[config.mk]
export PLATFORM = sky130hd
export DESIGN_NAME = cdc_nff_sync_filt
export DESIGN_NICKNAME = d
export VERILOG_FILES = /design/src/rtl/cdc_nff_sync_filt.sv
export SDC_FILE = /design/constraint.sdc
export NUM_CORES = 1
export LEC_CHECK = 0
export BUFFER_PORTS_ARGS = -buffer_cell sky130_fd_sc_hd__buf_2
export CAP_MARGIN = 10
export CORE_MARGIN = 3
export CORE_UTILIZATION = 58
export CTS_CLUSTER_SIZE = 24
export DETAILED_ROUTE_END_ITERATION = 10
export GPL_ROUTABILITY_DRIVEN = 0
export PLACE_DENSITY = 0.82
export SETUP_SLACK_MARGIN = 0.1
export SKIP_LAST_GASP = 1
export SLEW_MARGIN = 20
export SYNTH_ARGS = -nofsm -noshare
export SYNTH_HDL_FRONTEND = slang
export SYNTH_SLANG_ARGS = --single-unit
[constraint.sdc]
create_clock -name clk_in_b -period 3.4 [get_ports clk_in_b]
set_clock_uncertainty 0.05 [all_clocks]
set_input_delay 0.17 -clock clk_in_b [delete_from_list [all_inputs] [get_ports clk_in_b]]
set_output_delay 0.17 -clock clk_in_b [all_outputs]
set_load 0.02 [all_outputs]
[src/rtl/cdc_nff_sync_filt.sv]
// Multi-channel N-flop synchroniser with a per-channel persistence filter and rise/fall pulses.
// Optional CDC_SYNC_GLITCH_EN adds glitch_clr_i / glitch_o sticky abort flags.
module cdc_nff_sync_filt #(
  parameter int                NUM_CH      = 4,
  parameter int                SYNC_STAGES = 2,
  parameter int                FILT_CYCLES = 4,
  parameter logic [NUM_CH-1:0] RST_VAL     = {NUM_CH{1'b0}}
) (
  input  logic              clk_in_b,
  input  logic              arst_master_n,
  input  logic [NUM_CH-1:0] async_i,
`ifdef CDC_SYNC_GLITCH_EN
  input  logic [NUM_CH-1:0] glitch_clr_i,
  output logic [NUM_CH-1:0] glitch_o,
`endif
  output logic [NUM_CH-1:0] sync_o,
  output logic [NUM_CH-1:0] filt_o,
  output logic [NUM_CH-1:0] rise_o,
  output logic [NUM_CH-1:0] fall_o
);

  localparam int CW = $clog2(FILT_CYCLES + 1);

  if (SYNC_STAGES < 2) begin : g_bad_sync
    $error("cdc_nff_sync_filt: SYNC_STAGES must be >= 2");
  end
  if (FILT_CYCLES < 1) begin : g_bad_filt
    $error("cdc_nff_sync_filt: FILT_CYCLES must be >= 1");
  end
  if (NUM_CH < 1) begin : g_bad_ch
    $error("cdc_nff_sync_filt: NUM_CH must be >= 1");
  end

  logic [NUM_CH-1:0] stage_r [SYNC_STAGES];
  logic [NUM_CH-1:0] sync_s;
  logic [CW-1:0]     cnt_r   [NUM_CH];
  logic [CW-1:0]     cnt_s   [NUM_CH];
  logic [NUM_CH-1:0] filt_r;
  logic [NUM_CH-1:0] filt_s;
  logic [NUM_CH-1:0] rise_r;
  logic [NUM_CH-1:0] rise_s;
  logic [NUM_CH-1:0] fall_r;
  logic [NUM_CH-1:0] fall_s;
`ifdef CDC_SYNC_GLITCH_EN
  logic [NUM_CH-1:0] abort_s;
  logic [NUM_CH-1:0] glitch_r;
`endif

  // Metastability chain: plain flop-to-flop, nothing in between.
  always_ff @(posedge clk_in_b or negedge arst_master_n) begin
    if (!arst_master_n) begin
      for (int k = 0; k < SYNC_STAGES; k++) begin
        stage_r[k] <= RST_VAL;
      end
    end else begin
      stage_r[0] <= async_i;
      for (int k = 1; k < SYNC_STAGES; k++) begin
        stage_r[k] <= stage_r[k-1];
      end
    end
  end

  assign sync_s = stage_r[SYNC_STAGES-1];

  // Filter next state: a differing value must persist FILT_CYCLES cycles to be accepted.
  always_comb begin
    filt_s = filt_r;
    rise_s = {NUM_CH{1'b0}};
    fall_s = {NUM_CH{1'b0}};
`ifdef CDC_SYNC_GLITCH_EN
    abort_s = {NUM_CH{1'b0}};
`endif
    for (int i = 0; i < NUM_CH; i++) begin
      cnt_s[i] = cnt_r[i];
    end
    for (int i = 0; i < NUM_CH; i++) begin
      if (cnt_r[i] == CW'(0)) begin
        if (sync_s[i] != filt_r[i]) begin
          if (FILT_CYCLES == 1) begin
            filt_s[i] = sync_s[i];
            rise_s[i] = sync_s[i];
            fall_s[i] = ~sync_s[i];
          end else begin
            cnt_s[i] = CW'(1);
          end
        end else begin
          cnt_s[i] = CW'(0);
        end
      end else if (sync_s[i] == filt_r[i]) begin
        // Input fell back before acceptance: the change is discarded as a glitch.
        cnt_s[i] = CW'(0);
`ifdef CDC_SYNC_GLITCH_EN
        abort_s[i] = 1'b1;
`endif
      end else if (cnt_r[i] == CW'(FILT_CYCLES - 1)) begin
        cnt_s[i]  = CW'(0);
        filt_s[i] = sync_s[i];
        rise_s[i] = sync_s[i];
        fall_s[i] = ~sync_s[i];
      end else begin
        cnt_s[i] = cnt_r[i] + CW'(1);
      end
    end
  end

  // Filter state, filtered level and edge pulses all update on the same edge.
  always_ff @(posedge clk_in_b or negedge arst_master_n) begin
    if (!arst_master_n) begin
      for (int i = 0; i < NUM_CH; i++) begin
        cnt_r[i] <= CW'(0);
      end
      filt_r <= RST_VAL;
      rise_r <= {NUM_CH{1'b0}};
      fall_r <= {NUM_CH{1'b0}};
    end else begin
      for (int i = 0; i < NUM_CH; i++) begin
        cnt_r[i] <= cnt_s[i];
      end
      filt_r <= filt_s;
      rise_r <= rise_s;
      fall_r <= fall_s;
    end
  end

`ifdef CDC_SYNC_GLITCH_EN
  // Sticky glitch flags; a new abort wins over a simultaneous clear.
  always_ff @(posedge clk_in_b or negedge arst_master_n) begin
    if (!arst_master_n) begin
      glitch_r <= {NUM_CH{1'b0}};
    end else begin
      glitch_r <= (glitch_r & ~glitch_clr_i) | abort_s;
    end
  end

  assign glitch_o = glitch_r;
`endif

  assign sync_o = sync_s;
  assign filt_o = filt_r;
  assign rise_o = rise_r;
  assign fall_o = fall_r;

endmodule

==> results.txt <==
----------------------------------------------------
[Status]
  Run status ... finished clean

[Clock tree]
  H-tree Lvls ... 2
  Clock tree root buffer cell ... sky130_fd_sc_hd__clkbuf_4
  Post-cts resize count ... 0
  Number of buffers created by CTS ... 5
  Clk Latency, worst-skew pair ... 0.31 ns
  Clock slew at the register clock pins of the worst setup and hold paths ... 0.09 ns
  Number of buffers between clock root and the deepest sink ... 2
  CTS tree ... yes
  CTS Sinks ... 32

[Final layout]
  Register cell area after layout ... 801 µm²
  Post-layout net count ... 144
  Footprint of the multi-input gates ... 447 µm²
  Most frequent standard cell in the layout excluding fill and tap cells ... sky130_fd_sc_hd__dfrtp_1
  Most used cells in the layout excluding fill and tap cells ... sky130_fd_sc_hd__dfrtp_1, sky130_fd_sc_hd__buf_2, sky130_fd_sc_hd__inv_1, sky130_fd_sc_hd__nor3b_1, sky130_fd_sc_hd__ha_1
  Number of filler instances in the final layout ... 146
  Diode insertion count for antenna repair ... 0
  Fraction of layout instances using a drive strength above 1 ... 0.267
  Layout overhead on the synthesized area ... 16.5%
  Post-Layout Inst Area ... 1540 µm²
  Final design utilization ... 0.745

[Detailed routing]
  Via count of the routed design ... 797
  Residual DRC ... 0
  Met3 wirelength from detailed routing ... 105 µm
  Initial detailed-routing violation count ... 6
  Top routing layer used ... met4
  Via density per instance ... 5.04
  Average wire length per cell after detail routing ... 12.7 µm
  Wire length on met1 ... 797 µm
  First-pass DRT Iterations ... 2
  Number of nets still failing antenna checks after routing ... 0
  Detailed-route wire length ... 2.01 mm
  Met2 Wirelength ... 1.08 mm

[Min path]
  Class of the tightest hold or removal check ... flop to flop

[Synth]
  Number of standard cells after synthesis ... 101
  Count of distinct cell types in the synthesized netlist ... 24
  Synth Net Count ... 115
  Synthesis-stage register bit count ... 32
  Fraction of post-synthesis cell area in the top cell type by area ... 0.607
  Library cell with the largest summed area after synthesis ... sky130_fd_sc_hd__dfrtp_1
  Mapped cell area ... 1320 µm²
  Synthesized area per cell ... 13.1 µm²
  Dominant cells by area after synthesis ... sky130_fd_sc_hd__dfrtp_1, sky130_fd_sc_hd__ha_1, sky130_fd_sc_hd__nor3b_1
  Number of warning messages in the yosys log ... 0
  Seq/Total Area, Yosys ... 0.607

[Global route]
  Total routing usage reported by global routing ... 0.179
  Number of global-route vias before repair ... 837
  Wire length of the first global-routing pass ... 3.47 mm
  Maximum number of pins on one net before global-route repair ... 33
  Total global routing overflow ... 0
  Initial antenna violation count ... 0

[Timing]
  Portion of the clock cycle consumed by the worst path in the final layout ... 0.399
  Total Negative Setup Slacks ... 0 ns
  Final hold viol count ... 0
  Max-slew violation total from the final report ... 0
  Finish-stage setup viols ... 0
  Unrepaired setup endpoints after global routing ... false
  Tightest Pin Transition ... 0.678 ns
  Achievable clock frequency ... 737 MHz
  Minimum clock period after layout ... 1.36 ns
  Worst relative slew slack ... 0.548
  Least setup slack across all paths after layout ... 2.04 ns

[Die]
  Die outline area ... 2880 µm²
  Vert. Die Dim ... 53.7 µm
  Placeable core area ... 2060 µm²
  Std-Cell Rows ... 16
  I/O pin cnt ... 22
  Horizontal die dimension ... 53.7 µm
  Starting utilization of the core area ... 0.640

[Place]
  Pre-CTS WS ... 2.05 ns
  Instance area after placement ... 1430 µm²
  HPWL after detailed placement ... 1.39 mm
  Input/output buffers ... 21

[Worst setup path]
  Cells traversed along the worst timing path ... ha_1, nor2b_2, nand2b_1, mux2_4
  Highest net fanout along the worst path ... 3
  Type of origin of the critical path ... flop
  Slowest-stage cell, CP ... sky130_fd_sc_hd__dfrtp_1
  Category of the worst setup path capture point ... flop
  Maximum single-stage delay on the critical path ... 0.40 ns
  Required time at the endpoint of the critical path ... 3.56 ns
  Crit path DAT ... 1.52 ns
  WS Path Type ... flop to flop

[Job]
  # Max-Cap Violations ... 0

[Power and ir drop]
  Cell leakage power ... 0.000821 µW
  VDD IR max ... 0.000579 V
  Total power divided by cell area ... 726 nW/µm²

----------------------------------------------------
[synthesized netlist by cell type, drive strengths merged]
library cell / number
nand2b: 2
xor2: 4
nor2: 5
and2: 2
inv: 11
dfrtp: 32
mux2: 4
nand2: 3
buf: 4
nor3b: 10
o211a: 3
o22ai: 1
o21ai: 1
and3: 1
nor2b: 4
o21a: 2
a21oi: 2
ha: 8
and3b: 2
[cell families (layout without fill, tap and decap cells)]
family	count (synthesis)	count (layout)	synth area share
compound gates	9	9	0.0503
xor+xnor	4	4	0.0266
fa+ha+maj	8	8	0.0759
buf+inv	15	45	0.0541
flops	32	32	0.607
mux	4	4	0.0398
simple gates	29	29	0.146
[stage by stage]
| step | total power (µW) | hold WS, ns | cells |
|---|---|---|---|
| 5_1_grt | 1210 | 0.319 | 158 |
| 2_1_floorplan | 800 | -0.176 | 101 |
| 6_report | 1120 | 0.304 | 158 |
| 3_5_place_dp | 904 | 0.203 | 145 |
| 3_3_place_gp | 867 | 0.186 | 145 |
| 4_1_cts | 1130 | 0.309 | 158 |
[cell type report]
| cell class | count | share of cell area |
|---|---|---|
| Sequential cell | 32 | 0.521 |
| Multi-Input combinational cell | 54 | 0.291 |
| Timing Repair Buffer | 26 | 0.101 |
| Clock buffer | 8 | 0.0383 |
| Inverter | 11 | 0.0269 |
| Tap cell | 27 | 0.0220 |
[flip-flops by register name (all words and copies together) (netlist names)]
register / cells
cnt_r: 12
fall_o: 4
filt_o: 4
rise_o: 4
stage_r: 4
sync_o: 4
[power by group]
part | switching, µW | total [µW] | internal (µW)
Sequential | 64.8 | 522 | 457
Clock | 115 | 217 | 102
Combinational | 193 | 377 | 184
Total | 373 | 1120 | 743
[final timing paths]
kind	cells past startpoint	slack, ns	end	startpoint
setup / recovery	4	2.04	filt_o[3]	cnt_r[0]
hold / removal	0	0.30	sync_o[1]	stage_r[5]
setup reg to reg	4	2.04	filt_o[3]	cnt_r[0]
hold reg to reg	0	0.30	sync_o[1]	stage_r[5]
max in group asynchronous	2	2.49	stage_r[7]	arst_master_n
min in group asynchronous	2	0.37	rise_o[1]	arst_master_n
[worst max-delay path: cells and delay by family (launching register included)]
| family | cells | cell delay [ns] |
|---|---|---|
| flip-flops | 1 | 0.40 |
| multiplexers | 1 | 0.31 |
| AND/OR/NAND/NOR | 2 | 0.28 |
| adder cells (fa/ha/maj) | 1 | 0.21 |
[per-layer routing]
metal / GRT usage / up-vias
met5: 0 / -
met2: 0.286 / 21
li1: - / 383
met1: 0.192 / 388
met4: 0.0936 / 0
met3: 0.0914 / 5
[repair_timing]
action / 4_1_cts / 5_1_grt
hold endpoints to repair: 36 / 0
hold buffers: 5 / 0
buffers inserted: 0 / 0
No activity file was read; power rests on OpenSTA's default activity.
